<file path="config.mk">
export PLATFORM = sky130hd
export DESIGN_NAME = cordic_sin_cos
export DESIGN_NICKNAME = d
export VERILOG_FILES = /design/src/rtl/cordic_pkg.sv /design/src/rtl/cordic_stage.sv /design/src/rtl/cordic_sin_cos.sv
export SDC_FILE = /design/constraint.sdc
export NUM_CORES = 2
export LEC_CHECK = 0
export ABC_CLOCK_PERIOD_IN_PS = 6170
export CORE_MARGIN = 10
export CORE_UTILIZATION = 40
export CTS_BUF_LIST = sky130_fd_sc_hd__clkbuf_8
export DETAILED_ROUTE_END_ITERATION = 12
export HOLD_SLACK_MARGIN = 0.05
export PLACE_DENSITY = 0.65
export SLEW_MARGIN = 15
export SYNTH_ARGS = -nofsm -noshare
export SYNTH_HDL_FRONTEND = slang
export SYNTH_SLANG_ARGS = --single-unit
export TNS_END_PERCENT = 5
</file>
<file path="constraint.sdc">
create_clock -name i_clk -period 6.17 [get_ports i_clk]
set_clock_uncertainty 0.2 [all_clocks]
set_input_delay 0.617 -clock i_clk [delete_from_list [all_inputs] [get_ports i_clk]]
set_output_delay 0.617 -clock i_clk [all_outputs]
set_load 0.01 [all_outputs]
</file>
<file path="src/rtl/cordic_pkg.sv">
// Shared constants for the pipelined sin/cos CORDIC: angle format, gain-compensated
// start vector and the per-stage arctangent table (2^24 angle units per turn).
package cordic_pkg;

  localparam int ANGLE_W = 24;
  localparam logic [ANGLE_W-1:0] QUARTER = 24'h400000;

  // CORDIC gain compensation 0.6072529350, held as an integer scaled by 1e10
  localparam longint CORDIC_GAIN_E10 = 64'sd6072529350;

  function automatic longint k_init(input int data_w, input int guard);
    longint fs;
    fs = (64'sd1 <<< (data_w - 1)) - 64'sd1;
    return (fs * (64'sd1 <<< guard) * CORDIC_GAIN_E10 + 64'sd5000000000) / 64'sd10000000000;
  endfunction

  // round(atan(2^-i) / (2*pi) * 2^24)
  function automatic logic [ANGLE_W-1:0] atan_lut(input int i);
    logic [ANGLE_W-1:0] a;
    case (i)
      0:  a = 24'd2097152;
      1:  a = 24'd1238021;
      2:  a = 24'd654136;
      3:  a = 24'd332050;
      4:  a = 24'd166669;
      5:  a = 24'd83416;
      6:  a = 24'd41718;
      7:  a = 24'd20860;
      8:  a = 24'd10430;
      9:  a = 24'd5215;
      10: a = 24'd2608;
      11: a = 24'd1304;
      12: a = 24'd652;
      13: a = 24'd326;
      14: a = 24'd163;
      15: a = 24'd81;
      16: a = 24'd41;
      17: a = 24'd20;
      18: a = 24'd10;
      19: a = 24'd5;
      20: a = 24'd3;
      21: a = 24'd1;
      22: a = 24'd1;
      default: a = 24'd0;
    endcase
    return a;
  endfunction

endpackage

</file>
<file path="src/rtl/cordic_stage.sv">
// One registered CORDIC micro-rotation: rotates (x, y) by +/-atan(2^-SHIFT)
// towards driving the residual angle z to zero.
module cordic_stage
  import cordic_pkg::*;
#(
  parameter int                 IW     = 22,
  parameter int                 SHIFT  = 0,
  parameter logic [ANGLE_W-1:0] ATAN_C = 24'd0
) (
  input  logic                      i_clk,
  input  logic                      i_arst_n,
  input  logic                      i_valid,
  input  logic signed [IW-1:0]      i_x,
  input  logic signed [IW-1:0]      i_y,
  input  logic signed [ANGLE_W-1:0] i_z,
  output logic                      o_valid,
  output logic signed [IW-1:0]      o_x,
  output logic signed [IW-1:0]      o_y,
  output logic signed [ANGLE_W-1:0] o_z
);

  logic signed [IW-1:0] x_sh;
  logic signed [IW-1:0] y_sh;

  assign x_sh = i_x >>> SHIFT;
  assign y_sh = i_y >>> SHIFT;

  always_ff @(posedge i_clk or negedge i_arst_n) begin
    if (!i_arst_n) begin
      o_valid <= 1'b0;
      o_x     <= '0;
      o_y     <= '0;
      o_z     <= '0;
    end else begin
      o_valid <= i_valid;
      if (i_z[ANGLE_W-1]) begin
        o_x <= i_x + y_sh;
        o_y <= i_y - x_sh;
        o_z <= i_z + $signed(ATAN_C);
      end else begin
        o_x <= i_x - y_sh;
        o_y <= i_y + x_sh;
        o_z <= i_z - $signed(ATAN_C);
      end
    end
  end

endmodule

</file>
<file path="src/rtl/cordic_sin_cos.sv">
// Pipelined rotation-mode CORDIC producing sin/cos of a 24-bit phase, one per clock.
// Build option CORDIC_SIN_COS_ROUND_EN: round half up instead of truncating guard bits.
module cordic_sin_cos
  import cordic_pkg::*;
#(
  parameter int DATA_W = 16,
  parameter int STAGES = 16,
  parameter int GUARD  = 4
) (
  input  logic                     i_clk,
  input  logic                     i_arst_n,
  input  logic                     i_valid,
  input  logic [ANGLE_W-1:0]       i_angle,
  output logic signed [DATA_W-1:0] o_cos,
  output logic signed [DATA_W-1:0] o_sin,
  output logic                     o_valid
);

  localparam int IW = DATA_W + GUARD + 2;
  localparam logic signed [IW-1:0] K_INIT  = IW'(k_init(DATA_W, GUARD));
  localparam logic signed [IW-1:0] OUT_MAX = IW'((1 << (DATA_W - 1)) - 1);
  localparam logic signed [IW-1:0] OUT_MIN = -OUT_MAX;
`ifdef CORDIC_SIN_COS_ROUND_EN
  localparam logic signed [IW-1:0] RND_HALF = IW'(2 ** (GUARD - 1));
`endif

  logic signed [IW-1:0]      x_p [0:STAGES];
  logic signed [IW-1:0]      y_p [0:STAGES];
  logic signed [ANGLE_W-1:0] z_p [0:STAGES];
  logic                      vld_p [0:STAGES];

  function automatic logic signed [DATA_W-1:0] out_fmt(input logic signed [IW-1:0] v);
    logic signed [IW-1:0] s;
`ifdef CORDIC_SIN_COS_ROUND_EN
    s = (v + RND_HALF) >>> GUARD;
`else
    s = v >>> GUARD;
`endif
    if (s > OUT_MAX)
      return OUT_MAX[DATA_W-1:0];
    else if (s < OUT_MIN)
      return OUT_MIN[DATA_W-1:0];
    else
      return s[DATA_W-1:0];
  endfunction

  // Stage 0: quadrant pre-rotation folds the angle into [-90, +90) degrees
  always_ff @(posedge i_clk or negedge i_arst_n) begin
    if (!i_arst_n) begin
      vld_p[0] <= 1'b0;
      x_p[0]   <= '0;
      y_p[0]   <= '0;
      z_p[0]   <= '0;
    end else begin
      vld_p[0] <= i_valid;
      case (i_angle[ANGLE_W-1 -: 2])
        2'b01: begin
          x_p[0] <= '0;
          y_p[0] <= K_INIT;
          z_p[0] <= $signed(i_angle - QUARTER);
        end
        2'b10: begin
          x_p[0] <= '0;
          y_p[0] <= -K_INIT;
          z_p[0] <= $signed(i_angle + QUARTER);
        end
        default: begin
          x_p[0] <= K_INIT;
          y_p[0] <= '0;
          z_p[0] <= $signed(i_angle);
        end
      endcase
    end
  end

  // Stages 1..STAGES: micro-rotations
  for (genvar i = 0; i < STAGES; i++) begin : g_stage
    cordic_stage #(
      .IW     (IW),
      .SHIFT  (i),
      .ATAN_C (atan_lut(i))
    ) u_stage (
      .i_clk    (i_clk),
      .i_arst_n (i_arst_n),
      .i_valid  (vld_p[i]),
      .i_x      (x_p[i]),
      .i_y      (y_p[i]),
      .i_z      (z_p[i]),
      .o_valid  (vld_p[i+1]),
      .o_x      (x_p[i+1]),
      .o_y      (y_p[i+1]),
      .o_z      (z_p[i+1])
    );
  end

  // Output register: drop guard bits and clamp symmetric
  always_ff @(posedge i_clk or negedge i_arst_n) begin
    if (!i_arst_n) begin
      o_valid <= 1'b0;
      o_cos   <= '0;
      o_sin   <= '0;
    end else begin
      o_valid <= vld_p[STAGES];
      o_cos   <= out_fmt(x_p[STAGES]);
      o_sin   <= out_fmt(y_p[STAGES]);
    end
  end

endmodule

</file>
* Word-level counts from Yosys, hierarchy flattened
Index checks and enable logic that the tools add are counted.
Storage, ports and cells: flip-flop bits (word level) 1182, input port bits 27, output and inout bits 33, word-level logic and storage cells 226
Cells by class: add/subtract/negate cells 95, magnitude comparators 4, equality and inequality tests 2, muxes and demuxes 54, reduce and logical (&&, ||, !) cells 1
Operators with widths (count):
- $mux 22 | 32
- $mux 24 | 15
- $mux 16 | 4
- $add 24x23->24 const B | 2
- $pmux 24 s2 | 1
- $sub 24x23->24 const B | 2
- $add 22x10->22 | 2
- $add 22x11->22 | 2
- $add 22x12->22 | 2
- $add 22x13->22 | 2
- $add 22x14->22 | 2
- $add 22x15->22 | 2
- $add 22x16->22 | 2
- $add 22x17->22 | 2
- $add 22x18->22 | 2
- $add 22x19->22 | 2
- $add 22x20->22 | 2
- $add 22x21->22 | 2
- $add 22x7->22 | 2
- $add 22x8->22 | 2
- $add 22x9->22 | 2
- $pmux 22 s2 | 1
- $sub 22x10->22 | 2
- $sub 22x11->22 | 2
- 49 further kinds | 65

* Depth between registers and ports, before layout
depth in word-level cells 3, depth in mapped cells 19

* Cells and area by module
Synthesis repeated with hierarchy kept, for this count alone.
Second synthesis, totals: cells, all modules 9580, area total of the unflattened synthesis 89494.6 µm²
Modules (own cells, without submodules):
- cordic_stage at g_stage[7].u_stage | instances 1, cells an instance 652, area each 5824.3 µm²
- cordic_stage at g_stage[4].u_stage | instances 1, cells an instance 616, area each 5711.7 µm²
- cordic_stage at g_stage[1].u_stage | instances 1, cells an instance 612, area each 5626.6 µm²
- cordic_stage at g_stage[3].u_stage | instances 1, cells an instance 612, area each 5624.1 µm²
- cordic_stage at g_stage[14].u_stage | instances 1, cells an instance 601, area each 5577.8 µm²
- cordic_stage at g_stage[5].u_stage | instances 1, cells an instance 592, area each 5557.8 µm²
- cordic_stage at g_stage[6].u_stage | instances 1, cells an instance 587, area each 5494.0 µm²
- cordic_stage at g_stage[10].u_stage | instances 1, cells an instance 587, area each 5440.2 µm²
- cordic_stage at g_stage[12].u_stage | instances 1, cells an instance 589, area each 5439.0 µm²
- cordic_stage at g_stage[2].u_stage | instances 1, cells an instance 580, area each 5407.7 µm²
- cordic_stage at g_stage[9].u_stage | instances 1, cells an instance 579, area each 5370.2 µm²
- cordic_stage at g_stage[8].u_stage | instances 1, cells an instance 558, area each 5322.6 µm²
- cordic_stage at g_stage[15].u_stage | instances 1, cells an instance 571, area each 5310.1 µm²
- cordic_stage at g_stage[13].u_stage | instances 1, cells an instance 568, area each 5265.0 µm²
- +3 rows

* Least setup slack after synthesis
No wires, ideal clock.
path type reg-to-reg, start point register g_stage[1].u_stage.o_x[3] (netlist name), end point register g_stage[2].u_stage.o_y[20] (netlist name), library setup time 0.080 ns, data arrival time 3.836 ns, setup slack 2.054 ns, cell stages (with the launch flop) 15, clock period less this slack 4.116 ns, cell sequence dfrtp_1 or4_1 or3_4 o21ai_0 xor2_1 ha_1 a2111oi_0 o21ai_0 nand3_1 a31oi_1 a41o_1 or4_1 a31o_2 a31oi_1 xnor2_1
Between the ends: longest elaborated chain between the ends 2
RTL lines:
- $add 22x20->22 / $sub 22x20->22 (equally long branches) | RTL line cordic_stage.sv:42, cordic_stage.sv:38
- $mux 22 (*) | RTL line cordic_stage.sv:36 | if (i_z[ANGLE_W-1]) begin
Every way passes the cells marked *; elsewhere a longest branch is shown, timed or not.

* Worst setup path after layout
start point register g_stage[0].u_stage.o_x[1] (netlist name), end point register g_stage[1].u_stage.o_y[20] (netlist name)
Between the ends: longest elaborated chain between the ends 2
RTL lines (RTL line):
- $add 22x21->22 / $sub 22x21->22 (equally long branches) | cordic_stage.sv:42, cordic_stage.sv:38
- $mux 22 (*) | cordic_stage.sv:36
Marks and branches as above.

==> metrics.md <==
| Metric | Value |
|---|---|
| Outcome | `complete, no violations` |
| WHS Endpoint | `g_stage[5].u_stage.o_z[1]$_DFF_PN0_` |
| Top FF cell, synth | `dfrtp_1` |
| First-pass GRT wire length | `about 320 mm` |
| Arr. time, crit path | `between 5 and 6 ns` |
| Worst-margin pin slew | `1.125 ns` |
| Syn_nets | `approximately 9700` |
| Worst reg2reg path endpoint | `g_stage[1].u_stage.o_y[20]$_DFF_PN0_` |
| Startpoint Class | `flop` |
| Hold depth | `0` |
| Cell variety after synth | `83` |
| WL final | `between 150 and 200 mm` |
| Crit path top cell by count | `ha_1` |
| Largest net degree at the start of global routing | `142` |
| Mapped Cells | `8623` |
| Initial DRT Pass Iterations | `6` |
| Critical path origin | `g_stage[0].u_stage.o_x[1]$_DFF_PN0_` |
| R2R Path Start | `g_stage[0].u_stage.o_x[1]$_DFF_PN0_` |
| Routability congestion estimate | `between 0.9 and 1` |
| Post-synth EDFFs | `0` |
| Final setup vio count | `0` |
| Cell taking the most area after synthesis | `dfrtp_1` |
| H-tree Lvls | `4` |
| WS Path Type | `flop to flop` |
| Period utilization | `between 70% and 80%` |
| Die W | `approximately 470 µm` |
| Worst path max stage delay | `0.65 ns` |
| FP Rows | `about 160` |
| Post-layout minimum cycle time | `4.812 ns` |
| Hold Startpoint | `g_stage[4].u_stage.o_z[1]$_DFF_PN0_` |
| Die ar. | `approximately 220000 µm²` |
| Post-DP HPWL | `150.7 mm` |
| Crit-path slowest cell | `o41ai_1` |
| Post-synth top area share | `approximately a third` |
| Cell family with most CP delay | `compound AO/OA/AOI/OAI gates` |
| Synth top area cells | `dfrtp_1 (34%), ha_1 (16%), xnor2_1 (7.9%)` |
| Wirelength per Cell | `approximately 16 µm` |
| Final #Nets | `just under 10000` |
| CTS Sinks | `between 1000 and 1500` |
| Area Growth Syn to Fin | `10.18%` |
| Post-synth ARST share | `100.0%` |
| TNS Setup | `0 ns` |
| IO Pins | `60` |
| Peak Freq | `about 0.21 GHz` |
| TritonCTS clock tree | `yes` |
| Max clock buf depth | `3` |
| Grt ovf | `0` |
| Maxcap violations | `0` |
| Initial core utilization | `40.23%` |
| Avg Vias per Cell | `5.440` |
| Resized Gates After CTS | `0` |
| Worst slew margin | `24.63%` |
| Die H | `around 470 µm` |
| Critical path cell sequence | `inv_1 -> ha_1 -> ha_1 -> nand2_1 -> o31ai_1 -> xor2_1 -> ha_1 -> and4_1 -> a21o_1 -> a311o_1 -> a31oi_1 -> o21ai_0 -> o41ai_1 -> o2111ai_1 -> a21oi_1 -> xnor2_1` |
| Crit path capture type | `flop` |
| Share of layout cells above drive strength 1 | `under 10%` |
| Cell area after synthesis | `between 80000 and 90000 µm²` |
| Initial DRC Count | `between 3000 and 4000` |
| Syn Area/Cell | `approximately 9.3 µm²` |
| WP data required | `6.83 ns` |
| Vias in the first global route | `62470` |
| Antenna-violating nets left | `0` |
| Total CTS buffers | `~190` |
| All-layer global routing usage | `between 10% and 20%` |
| Final Hold Vio Count | `0` |
| R2r setup slk | `about 1.4 ns` |
| Crit path max fanout | `9` |
| Yosys synthesis warning count | `0` |
| CP bufs+invs | `1` |
| IO Port Bufs | `slightly below 60` |
| DR DRC count | `0` |
| Worst-Skew Late Latency | `0.93 ns` |
| Worst R2R Path Depth | `16` |
| Seq/Total Area, Yosys | `34.40%` |
| Root Driver | `clkbuf_8` |
| Clock-pin transition on the worst setup and hold timing paths | `0.06 ns` |
| Initial antenna violation count | `2` |
| Synth cell count leaders | `dfrtp_1 (1104), ha_1 (1039), nor2_1 (863), a21oi_1 (847), xnor2_1 (729)` |
| Via count | `63250` |
| Most common cell in the netlist | `dfrtp_1` |
| HP Class | `flop to flop` |
| Final Max Tran Viols | `0` |
| Core outline area | `around 200000 µm²` |
| Register bit total from synthesis | `about 1100` |
| RSZ-0062 raised after global routing | `false` |
[layout make-up]
cell class	count	area, µm²
multi-input combinational	7002	50750
fill	18960	111200
antenna	2	5.005
clock buffer	231	3179
tap	2656	3323
inverter	406	1524
clock inverter	109	884.6
sequential	1104	27630
timing repair buffer	117	1196
[metrics by stage]
stage / hold WS (ns) / std cells / area (µm²) / setup WS, ns / util (%)
3_5_place_dp: 0.1347 / 11260 / 84150 / 1.457 / 42.15
2_1_floorplan: 0.1214 / 8623 / 80320 / 2.054 / -
6_report: 0.1282 / 11630 / 88490 / 1.358 / 44.32
3_3_place_gp: 0.1322 / 11260 / 84150 / 1.605 / 42.15
4_1_cts: 0.05853 / 11630 / 88480 / 1.426 / 44.31
5_1_grt: 0.1001 / 11630 / 88490 / 1.022 / 44.32
[how the worst max path moves through the flow]
stage                     slack (ns)                              endpoint  depth (start not counted)
after detailed placement        1.46  g_stage[1].u_stage.o_y[20]$_DFF_PN0_                         16
after global placement          1.61  g_stage[1].u_stage.o_y[20]$_DFF_PN0_                         16
after floorplan                 2.05  g_stage[2].u_stage.o_y[20]$_DFF_PN0_                         14
after global routing            1.02  g_stage[1].u_stage.o_y[20]$_DFF_PN0_                         16
final                           1.36  g_stage[1].u_stage.o_y[20]$_DFF_PN0_                         16
after CTS                       1.43  g_stage[1].u_stage.o_y[20]$_DFF_PN0_                         16
[cell families after synthesis]
logic type                 synth area share [%]
DFF                                       34.40
adders and majority gates                 17.41
AOI/OAI and AO/OA                         18.94
and+or+nand+nor                           14.01
buffers and inverters                     2.430
muxes                                     1.080
xor gates and xnor gates                  11.73
[timing repair]
item | CTS | global route
hold endpoints to repair | 137 | 0
hold buffers | 26 | 0
buffers inserted | 0 | 0
[flip-flops by register name, summed over array words and instances, names as in the netlist]
register / cells
g_stage.u_stage.o_x: 344
z_p: 24
y_p: 3
o_sin: 16
g_stage.u_stage.o_z: 337
g_stage.u_stage.o_y: 345
o_valid: 1
vld_p: 1
x_p: 1
g_stage.u_stage.o_valid: 16
o_cos: 16
[cell usage in the layout (no fill, tap or decap), types with 28 or more instances in the layout]
cell type,synthesis,routed
clkbuf_8,0,231
nand2b_1,109,109
o41ai_1,35,35
a21o_1,255,255
o21a_1,164,164
inv_1,402,460
nand2_1,386,386
a21oi_1,847,847
o21ai_0,438,438
clkdlybuf4s50_1,0,58
nor4_1,41,40
a211oi_1,114,114
ha_1,1039,1039
nand4_1,47,47
or2_2,40,40
a211o_1,28,28
dfrtp_1,1104,1104
mux2_2,37,37
a31oi_1,80,79
or3_1,83,83
mux2i_1,45,45
a21boi_0,37,37
fa_1,49,49
and3_1,75,75
and2_1,54,54
nor3_1,256,256
o211ai_1,48,48
o21bai_1,78,78
xnor2_1,729,729
o31ai_1,34,34
a2111oi_0,28,28
nor2_1,863,863
nand3_1,164,164
nor2b_1,121,121
xor2_1,347,347
[routing by layer]
metal  vias up  share of wire [%]  GRT usage [%]
met5         -             0.0099              0
met4         2                2.2          4.403
met3       304                3.7          2.291
met2      1103                 49          30.38
met1     30450                 45          22.00
li1      31390                  -              -
[worst reg2reg max path, cell delays in order, from the launching register on]
cell	delay, ns
dfrtp_1	0.51
inv_1	0.20
ha_1	0.23
ha_1	0.18
nand2_1	0.06
o31ai_1	0.45
xor2_1	0.14
ha_1	0.35
and4_1	0.23
a21o_1	0.20
a311o_1	0.35
a31oi_1	0.25
o21ai_0	0.19
o41ai_1	0.65
o2111ai_1	0.23
a21oi_1	0.22
xnor2_1	0.13
Power is not shown: default switching activity piles up to over one toggle a cycle in this logic, so the estimate is an artifact.
